<file path="config.mk">
export PLATFORM = sky130hd
export DESIGN_NAME = spi_ram_arbiter
export DESIGN_NICKNAME = d
export VERILOG_FILES = /design/src/rtl/spi_ram_arbiter.sv
export SDC_FILE = /design/constraint.sdc
export NUM_CORES = 1
export LEC_CHECK = 0
export BUFFER_PORTS_ARGS = -buffer_cell sky130_fd_sc_hd__buf_2
export CORE_ASPECT_RATIO = 0.7
export CORE_UTILIZATION = 35
export DETAILED_ROUTE_END_ITERATION = 10
export GPL_ROUTABILITY_DRIVEN = 0
export SLEW_MARGIN = 25
export SYNTH_ARGS = -nofsm -noshare
export SYNTH_HDL_FRONTEND = slang
export SYNTH_SLANG_ARGS = --single-unit
</file>
<file path="constraint.sdc">
create_clock -name CLK -period 4.8 [get_ports CLK]
set_input_delay 0 -clock CLK [delete_from_list [all_inputs] [get_ports CLK]]
set_output_delay 0 -clock CLK [all_outputs]
set_load 0.05 [all_outputs]
</file>
<file path="src/rtl/spi_ram_arbiter.sv">
// spi_ram_arbiter: shares the single-port RAM command interface between the SPI slave
// receive path and a local host port. SPI frames cannot be stalled, so they win
// arbitration; a one-deep pend buffer holds an SPI frame that arrives while the RAM is busy
// with something that cannot be interrupted. Address/data frame pairs are kept atomic by
// holding ownership until the pair completes or a watchdog expires.
module spi_ram_arbiter #(
    parameter int unsigned LOCK_TIMEOUT = 64,
    parameter int unsigned RD_TIMEOUT   = 8
) (
    input  logic       CLK,
    input  logic       rst_n,
    // SPI slave side
    input  logic       spi_rx_valid,
    input  logic [9:0] spi_rx_data,
    output logic       spi_tx_valid,
    output logic [7:0] spi_tx_data,
    // Local host side
    input  logic       host_req,
    input  logic       host_we,
    input  logic [7:0] host_addr,
    input  logic [7:0] host_wdata,
    output logic       host_gnt,
    output logic       host_done,
    output logic       host_rvalid,
    output logic [7:0] host_rdata,
    // RAM command side
    output logic [9:0] ram_din,
    output logic       ram_rx_valid,
    input  logic [7:0] ram_dout,
    input  logic       ram_tx_valid,
    // Sticky errors: [0] pend overflow, [1] timeout
    output logic [1:0] err_flags
);

    localparam int unsigned MaxTimeout = (LOCK_TIMEOUT > RD_TIMEOUT) ? LOCK_TIMEOUT : RD_TIMEOUT;
    localparam int unsigned CntW       = $clog2(MaxTimeout + 1);

    localparam logic [CntW-1:0] LockLast = CntW'(LOCK_TIMEOUT - 1);
    localparam logic [CntW-1:0] RdLast   = CntW'(RD_TIMEOUT - 1);

    localparam logic [1:0] CmdWrAddr = 2'b00;
    localparam logic [1:0] CmdWrData = 2'b01;
    localparam logic [1:0] CmdRdAddr = 2'b10;
    localparam logic [1:0] CmdRdData = 2'b11;

    typedef enum logic [2:0] {
        StIdle,
        StSpiLock,
        StSpiRdWait,
        StHostAddr,
        StHostRdWait
    } state_e;

    state_e          state_q, state_d;
    logic [CntW-1:0] cnt_q, cnt_d;
    logic            pend_valid_q, pend_valid_d;
    logic [9:0]      pend_data_q, pend_data_d;
    logic            hwe_q, hwe_d;
    logic [7:0]      hwdata_q, hwdata_d;

    logic [9:0]      ram_din_q, ram_din_d;
    logic            ram_rx_valid_q, ram_rx_valid_d;
    logic            spi_tx_valid_q, spi_tx_valid_d;
    logic [7:0]      spi_tx_data_q, spi_tx_data_d;
    logic            host_gnt_q, host_gnt_d;
    logic            host_done_q, host_done_d;
    logic            host_rvalid_q, host_rvalid_d;
    logic [7:0]      host_rdata_q, host_rdata_d;
    logic [1:0]      err_q, err_d;

    // The pend buffer always has priority over a live frame as the SPI source.
    logic            spi_src_valid;
    logic [9:0]      spi_src;
    logic            park_live;

    assign spi_src_valid = pend_valid_q | spi_rx_valid;
    assign spi_src       = pend_valid_q ? pend_data_q : spi_rx_data;

    // States in which the RAM is mid-transaction and a live SPI frame must be parked.
    assign park_live = spi_rx_valid &&
                       (state_q inside {StSpiRdWait, StHostAddr, StHostRdWait});

    // Next-state, counter, pend buffer and registered-output decode.
    always_comb begin
        state_d        = state_q;
        cnt_d          = cnt_q;
        pend_valid_d   = pend_valid_q;
        pend_data_d    = pend_data_q;
        hwe_d          = hwe_q;
        hwdata_d       = hwdata_q;
        ram_din_d      = 10'h000;
        ram_rx_valid_d = 1'b0;
        spi_tx_valid_d = 1'b0;
        spi_tx_data_d  = 8'h00;
        host_gnt_d     = 1'b0;
        host_done_d    = 1'b0;
        host_rvalid_d  = 1'b0;
        host_rdata_d   = 8'h00;
        err_d          = err_q;

        unique case (state_q)
            StIdle, StSpiLock: begin
                if (spi_src_valid) begin
                    ram_din_d      = spi_src;
                    ram_rx_valid_d = 1'b1;
                    cnt_d          = '0;
                    // A live frame that loses to the pend buffer takes its slot.
                    pend_valid_d   = pend_valid_q & spi_rx_valid;
                    if (pend_valid_q && spi_rx_valid) begin
                        pend_data_d = spi_rx_data;
                    end
                    unique case (spi_src[9:8])
                        CmdWrAddr, CmdRdAddr: state_d = StSpiLock;
                        CmdWrData:            state_d = StIdle;
                        CmdRdData:            state_d = StSpiRdWait;
                        default:              state_d = StIdle;
                    endcase
                end else if (state_q == StIdle) begin
                    if (host_req) begin
                        hwe_d          = host_we;
                        hwdata_d       = host_wdata;
                        host_gnt_d     = 1'b1;
                        ram_din_d      = {host_we ? CmdWrAddr : CmdRdAddr, host_addr};
                        ram_rx_valid_d = 1'b1;
                        state_d        = StHostAddr;
                    end
                end else if (cnt_q == LockLast) begin
                    // SPI master abandoned the pair; release the RAM.
                    err_d[1] = 1'b1;
                    state_d  = StIdle;
                end else begin
                    cnt_d = cnt_q + 1'b1;
                end
            end

            StSpiRdWait: begin
                if (ram_tx_valid) begin
                    spi_tx_valid_d = 1'b1;
                    spi_tx_data_d  = ram_dout;
                    state_d        = StIdle;
                end else if (cnt_q == RdLast) begin
                    err_d[1] = 1'b1;
                    state_d  = StIdle;
                end else begin
                    cnt_d = cnt_q + 1'b1;
                end
            end

            StHostAddr: begin
                ram_rx_valid_d = 1'b1;
                if (hwe_q) begin
                    ram_din_d   = {CmdWrData, hwdata_q};
                    host_done_d = 1'b1;
                    state_d     = StIdle;
                end else begin
                    ram_din_d = {CmdRdData, 8'h00};
                    cnt_d     = '0;
                    state_d   = StHostRdWait;
                end
            end

            StHostRdWait: begin
                if (ram_tx_valid) begin
                    host_rvalid_d = 1'b1;
                    host_rdata_d  = ram_dout;
                    state_d       = StIdle;
                end else if (cnt_q == RdLast) begin
                    // The host still gets its completion, with zero data.
                    err_d[1]      = 1'b1;
                    host_rvalid_d = 1'b1;
                    state_d       = StIdle;
                end else begin
                    cnt_d = cnt_q + 1'b1;
                end
            end

            default: begin
                state_d = StIdle;
            end
        endcase

        if (park_live) begin
            if (pend_valid_q) begin
                err_d[0] = 1'b1;
            end else begin
                pend_valid_d = 1'b1;
                pend_data_d  = spi_rx_data;
            end
        end
    end

    // State and output registers; reset abandons any transaction in flight.
    always_ff @(posedge CLK or negedge rst_n) begin
        if (!rst_n) begin
            state_q        <= StIdle;
            cnt_q          <= '0;
            pend_valid_q   <= 1'b0;
            pend_data_q    <= 10'h000;
            hwe_q          <= 1'b0;
            hwdata_q       <= 8'h00;
            ram_din_q      <= 10'h000;
            ram_rx_valid_q <= 1'b0;
            spi_tx_valid_q <= 1'b0;
            spi_tx_data_q  <= 8'h00;
            host_gnt_q     <= 1'b0;
            host_done_q    <= 1'b0;
            host_rvalid_q  <= 1'b0;
            host_rdata_q   <= 8'h00;
            err_q          <= 2'b00;
        end else begin
            state_q        <= state_d;
            cnt_q          <= cnt_d;
            pend_valid_q   <= pend_valid_d;
            pend_data_q    <= pend_data_d;
            hwe_q          <= hwe_d;
            hwdata_q       <= hwdata_d;
            ram_din_q      <= ram_din_d;
            ram_rx_valid_q <= ram_rx_valid_d;
            spi_tx_valid_q <= spi_tx_valid_d;
            spi_tx_data_q  <= spi_tx_data_d;
            host_gnt_q     <= host_gnt_d;
            host_done_q    <= host_done_d;
            host_rvalid_q  <= host_rvalid_d;
            host_rdata_q   <= host_rdata_d;
            err_q          <= err_d;
        end
    end

    assign ram_din      = ram_din_q;
    assign ram_rx_valid = ram_rx_valid_q;
    assign spi_tx_valid = spi_tx_valid_q;
    assign spi_tx_data  = spi_tx_data_q;
    assign host_gnt     = host_gnt_q;
    assign host_done    = host_done_q;
    assign host_rvalid  = host_rvalid_q;
    assign host_rdata   = host_rdata_q;
    assign err_flags    = err_q;

endmodule

</file>
==> impl_metrics.ini, run 1 <==
[timing]
max_freq_mhz = 387
finalCritPeriodShare = 0.538
rsz0062_at_grt = false
fin_hold_ws_ns = 0.00756
skew_ns = 0.00453
slew_violations = 0
final.setup.tns_ns = 0
tightest_slew_ns = 0.796
setup_viol = 0
slew_headroom = 0.469
post-route-min-period_ns = 2.58
setup_slack_ns = 2.22
hold_viol = 0

[worst_setup_path]
path_max_fanout = 22
path_class = flop to flop
ff2ff_path_depth = 4
ff2ff_setup_slack_ns = 2.22
setup.worst_path.end_class = flop
r2r-start = pend_valid_q$_DFF_PN0_
worstSetupStartpointType = flop
arrival_ns = 2.78
r2r-end = ram_din[3]$_DFF_PN0_
cp.required_ns = 5.00

[synth]
ys_warn_count = 0
ys_async_sr_fraction = 1.00
synth_cells = 252
postSynthAreaPerCell_um2 = 11.1
synth_ff_type = dfrtp_1
syn-num-nets = 293
synth_area_um2 = 2790
synth_cell_types = 50
synth.ff_latch_count = 63
synth_edf_count = 0
yosysSeqAreaShare = 0.565

[cells_and_area]
final_nets = 401
final_area_um2 = 3870
layout_commonest_cell = buf_2
area_growth_pct = 38.7
final_cell_mix = 72 x buf_2, 63 x dfrtp_1, 43 x nand2_1, 36 x dlygate4sd3_1, 17 x and2_1
n_fill_cell = 684
drive_gt1_frac = 0.304
num_antenna_cells = 0
finalCoreUtilization = 0.515

[grt]
antenna_found_initial = 0
grt_overflow = 0
grt_pass1_vias = 2167
grt_use_total = 0.169
grt_max_degree = 64
grt_pass1_wl_um = 10600

[cts]
clock-root-buffer = clkbuf_16
worstSkewPairLatency_ns = 0.32
clk_path_buf_depth = 2
numCtsBuffers = 9
cts_setup_buffers = 0
cts.sinks = 63
clk_pin_slew_worst_paths_ns = 0.05
htreeDepth = 3
cts_tree = built

[floorplan]
die_w_um = 109
die-area_um2 = 8340
coreArea_um2 = 7510
die_h_um = 76.7
initial_core_util = 0.371
pin_count = 73
rows = 26

[worst_hold_path]
worst_hold_path.endpoint = host_rvalid$_DFF_PN0_
hp-class = input port to flop
hp-start = ram_tx_valid
min_path_cells = 3

[route]
routedWlPerCell_um = 13.9
dr.first_iter.drc_count = 237
routed_wl_um = 6450
num_vias = 2258
postRouteAntennaNets = 0
drt_first_pass_iters = 5
via_per_inst = 4.88
remaining_drc_errors = 0

[placed_design]
numPortBuffers = 72
hpwl_um = 4230
placed_area_um2 = 3220
pre_cts_slack_ns = 2.23

[run]
drv_cap = 0

[power_and_ir_drop]
p_leak_uw = 0.00189
vdd_drop_max_v = 0.000303
p_per_area_nw_per_um2 = 593

[status]
status = finished, final reports clean
-- synthesized netlist by cell type (all sizes together), types with 3 or more instances --
| master | count | area share |
|---|---|---|
| inv | 6 | 0.0081 |
| mux2i | 8 | 0.029 |
| a21oi | 10 | 0.019 |
| a221o | 8 | 0.029 |
| dfrtp | 63 | 0.56 |
| o31ai | 7 | 0.022 |
| nand2 | 43 | 0.058 |
| nor2 | 16 | 0.022 |
| and2 | 18 | 0.041 |
| nand3 | 6 | 0.011 |
| o21ai | 10 | 0.018 |
| nor3b | 3 | 0.014 |
| mux2 | 11 | 0.044 |
| buf | 10 | 0.021 |
-- area by class of cell --
type | count | area, µm² | share of cell area
Clock buffer | 12 | 267 | 0.0688
Timing Repair Buffer | 109 | 728 | 0.188
Tap cell | 98 | 123 | 0.0317
Sequential cell | 63 | 1580 | 0.407
Inverter | 7 | 26.3 | 0.00679
Multi-Input combinational cell | 170 | 1120 | 0.290
Clock inverter | 4 | 28.8 | 0.00743
-- power breakdown --
group          internal, µW  switching (µW)
Clock                   391             226
Sequential              694             133
Combinational           302             549
Total                  1390             909
-- per-stage QoR --
| stage | std cells | total power, µW |
|---|---|---|
| 2_1_floorplan | 252 | 1460 |
| 3_3_place_gp | 411 | 1650 |
| 3_5_place_dp | 411 | 1660 |
| 4_1_cts | 463 | 2300 |
| 5_1_grt | 463 | 2440 |
| 6_report | 463 | 2300 |
-- critical path: stages (launching register included) --
cell and delay, ns:
dfrtp_1 0.86, nor2_1 0.21, nand3_1 0.37, clkinv_1 0.52, a221o_1 0.50
-- timing repair --
action,CTS,global route
endpoints found under the hold margin,107,0
resized for setup,0,0
hold buffers,36,0
-- how the worst max path moves through the flow --
| stage | end | slack (ns) | startpoint |
|---|---|---|---|
| global route | ram_din[3]$_DFF_PN0_ | 2.01 | pend_valid_q$_DFF_PN0_ |
| finish | ram_din[3]$_DFF_PN0_ | 2.22 | pend_valid_q$_DFF_PN0_ |
| floorplan | cnt_q[4]$_DFFE_PN0P_ | 2.88 | cnt_q[0]$_DFFE_PN0P_ |
| detailed placement | ram_din[3]$_DFF_PN0_ | 2.23 | pend_valid_q$_DFF_PN0_ |
| CTS | ram_din[3]$_DFF_PN0_ | 2.24 | pend_valid_q$_DFF_PN0_ |
| global placement | ram_din[3]$_DFF_PN0_ | 2.26 | pend_valid_q$_DFF_PN0_ |
-- flip-flops by register name, indices dropped and copies added, names as in the netlist --
| signal | count |
|---|---|
| pend_valid_q | 1 |
| err_flags | 2 |
| host_done | 1 |
| spi_tx_valid | 1 |
| hwe_q | 1 |
| cnt_q | 7 |
| state_q | 3 |
| host_gnt | 1 |
| pend_data_q | 10 |
| ram_din | 10 |
| hwdata_q | 8 |
| ram_rx_valid | 1 |
| host_rdata | 8 |
| host_rvalid | 1 |
| spi_tx_data | 8 |
-- logic make-up after synthesis --
group | synth area share
muxes | 0.0731
DFF | 0.565
buffers and inverters | 0.0327
xor gates and xnor gates | 0.00314
adders and majority gates | 0.00448
AOI/OAI and AO/OA | 0.147
and+or+nand+nor | 0.174
-- metal layers --
layer | share of wire | wire (µm) | GRT usage
met5 | 0 | 0 | 0
met4 | 0.026 | 171 | 0.0851
met3 | 0.060 | 388 | 0.0527
met2 | 0.43 | 2780 | 0.234
met1 | 0.48 | 3110 | 0.235
Note: power is estimated with default switching activity, not from simulation.
==> run 2, diff against run 1 <==
==> constraint.sdc (replaced) <==
create_clock -name CLK -period 2.5 [get_ports CLK]
set_input_delay 0 -clock CLK [delete_from_list [all_inputs] [get_ports CLK]]
set_output_delay 0 -clock CLK [all_outputs]
set_load 0.05 [all_outputs]
==> run 2 against run 1 <==
Utilization is 0.97 points higher. Sequential power increased by 89%. Clock power grew 130%. Critical path depth did not move. Worst hold slack better by 0.0075 ns. Clock skew barely moved. Count of clock-buffer cells in the layout is 3 lower. Maximum frequency rose by 24%. Critical endpoint is now ram_din[1]$_DFF_PN0_. Highest routed layer unchanged.
==> impl_metrics.ini, run 2 (synthesized netlist as in run 1, its figures left out) <==
[worst_setup_path]
cp_slowest_stage_delay_ns = 0.67
path_max_fanout = 18
crit_slowest_cell = dfrtp_1
ff2ff_setup_slack_ns = 0.41
arrival_ns = 2.29
cp_num_buf_inv = 1
path_class = flop to flop
r2r-end = ram_din[1]$_DFF_PN0_
worstSetupStartpointType = flop
crit_family = flip-flops
cp.required_ns = 2.70
setup.worst_path.end_class = flop
crit_path_start = state_q[1]$_DFFE_PN0P_
ff2ff_path_depth = 4
r2r-start = state_q[1]$_DFFE_PN0P_
worstPathCellList = nor3_1 -> nand3_1 -> clkinv_1 -> a221o_1

[cts]
cts_tree = built
cts_hold_buf = 36
htreeDepth = 3
cts.sinks = 63
cts_setup_buffers = 0
worstSkewPairLatency_ns = 0.33
numCtsBuffers = 9
ctsResizeCount = 0
clk_pin_slew_worst_paths_ns = 0.05
clock-root-buffer = clkbuf_16
clk_path_buf_depth = 2

[timing]
skew_ns = 0.00458
tightest_slew_ns = 0.762
rsz0062_at_grt = false
setup_viol = 0
finalCritPeriodShare = 0.836
slew_headroom = 0.492
hold_viol = 0
slew_violations = 0
max_freq_mhz = 479
final.setup.tns_ns = 0
post-route-min-period_ns = 2.09

[cells_and_area]
layout_commonest_cell = buf_2
num_antenna_cells = 0
stdcell_count = 466
regArea_um2 = 1580
n_fill_cell = 658
final_cell_mix = 72 x buf_2, 63 x dfrtp_1, 43 x nand2_1, 36 x dlygate4sd3_1, 17 x and2_1
multi_input_area_um2 = 1120
area_growth_pct = 41.3
drive_gt1_frac = 0.310
final_nets = 404

[placed_design]
numPortBuffers = 72
dp_cells = 414
hpwl_um = 4440

[power_and_ir_drop]
p_per_area_nw_per_um2 = 1190
vdd_drop_max_v = 0.000608
p_leak_uw = 0.00193

[floorplan]
initial_core_util = 0.371
die_h_um = 76.7
die-area_um2 = 8340
die_w_um = 109
coreArea_um2 = 7510
pin_count = 73
rows = 26

[grt]
grt_overflow = 0
grt_max_degree = 34
antenna_found_initial = 0
grt_pass1_wl_um = 10900
grt_use_total = 0.176
grt_pass1_vias = 2191

[run]
drv_cap = 0

[route]
dr.first_iter.drc_count = 187
remaining_drc_errors = 0
via_per_inst = 5.00
routedWlPerCell_um = 14.5
postRouteAntennaNets = 0
drt_first_pass_iters = 4
routed_wl_um = 6780
num_vias = 2329

[status]
status = finished, final reports clean

[worst_hold_path]
worst_hold_path.endpoint = host_rvalid$_DFF_PN0_
min_path_cells = 3
hp-start = ram_tx_valid
hp-class = input port to flop
## run 2: how the worst max path moves through the flow
stage | to | slack (ns) | cells after the start
after detailed placement | ram_din[1]$_DFF_PN0_ | 0.47 | 4
after global routing | ram_din[5]$_DFF_PN0_ | 0.29 | 4
final | ram_din[1]$_DFF_PN0_ | 0.41 | 4
after floorplan | cnt_q[4]$_DFFE_PN0P_ | 0.58 | 7
after global placement | cnt_q[4]$_DFFE_PN0P_ | 0.53 | 6
after CTS | ram_din[1]$_DFF_PN0_ | 0.45 | 4
## run 2: tightest hold or removal path, delay by kind of cell
family / cells / cell delay, ns
buffers and inverters: 1 / 0.14
AO/OA/AOI/OAI: 1 / 0.07
AND/OR/NAND/NOR: 1 / 0.09
## run 2: stage by stage
stage | power [µW] | utilization | hold WS [ns] | instance area [µm²] | worst slack, ns
finish | 4680 | 0.525 | 0.0151 | 3950 | 0.410
global route | 4940 | 0.525 | 0.0433 | 3950 | 0.287
CTS | 4710 | 0.525 | 0.00657 | 3950 | 0.453
detailed placement | 3200 | 0.431 | 0.118 | 3240 | 0.471
global placement | 3180 | 0.431 | 0.103 | 3240 | 0.526
floorplan | 2810 | - | -0.296 | 2790 | 0.579
## run 2: final cells by class
type | count | share of cell area
clock inverter | 7 | 0.0304
tap | 98 | 0.0311
multi-input combinational | 170 | 0.285
timing repair buffer | 112 | 0.190
sequential | 63 | 0.400
inverter | 7 | 0.00666
clock buffer | 9 | 0.0571
## run 2: where the power goes
group | total [µW] | internal, µW | switching [µW] | leakage [µW]
clock | 1430 | 976 | 451 | 0.000166
combinational | 1690 | 591 | 1100 | 0.000945
sequential | 1560 | 1330 | 231 | 0.000816
total | 4680 | 2900 | 1780 | 0.00193
## run 2: metal layers
metal | vias to the layer above | global-route usage | share of wire
li1 | 1115 | - | -
met1 | 1131 | 0.249 | 0.49
met3 | 9 | 0.0587 | 0.047
met4 | 0 | 0.0676 | 0.012
met5 | - | 0 | 0
met2 | 74 | 0.246 | 0.45
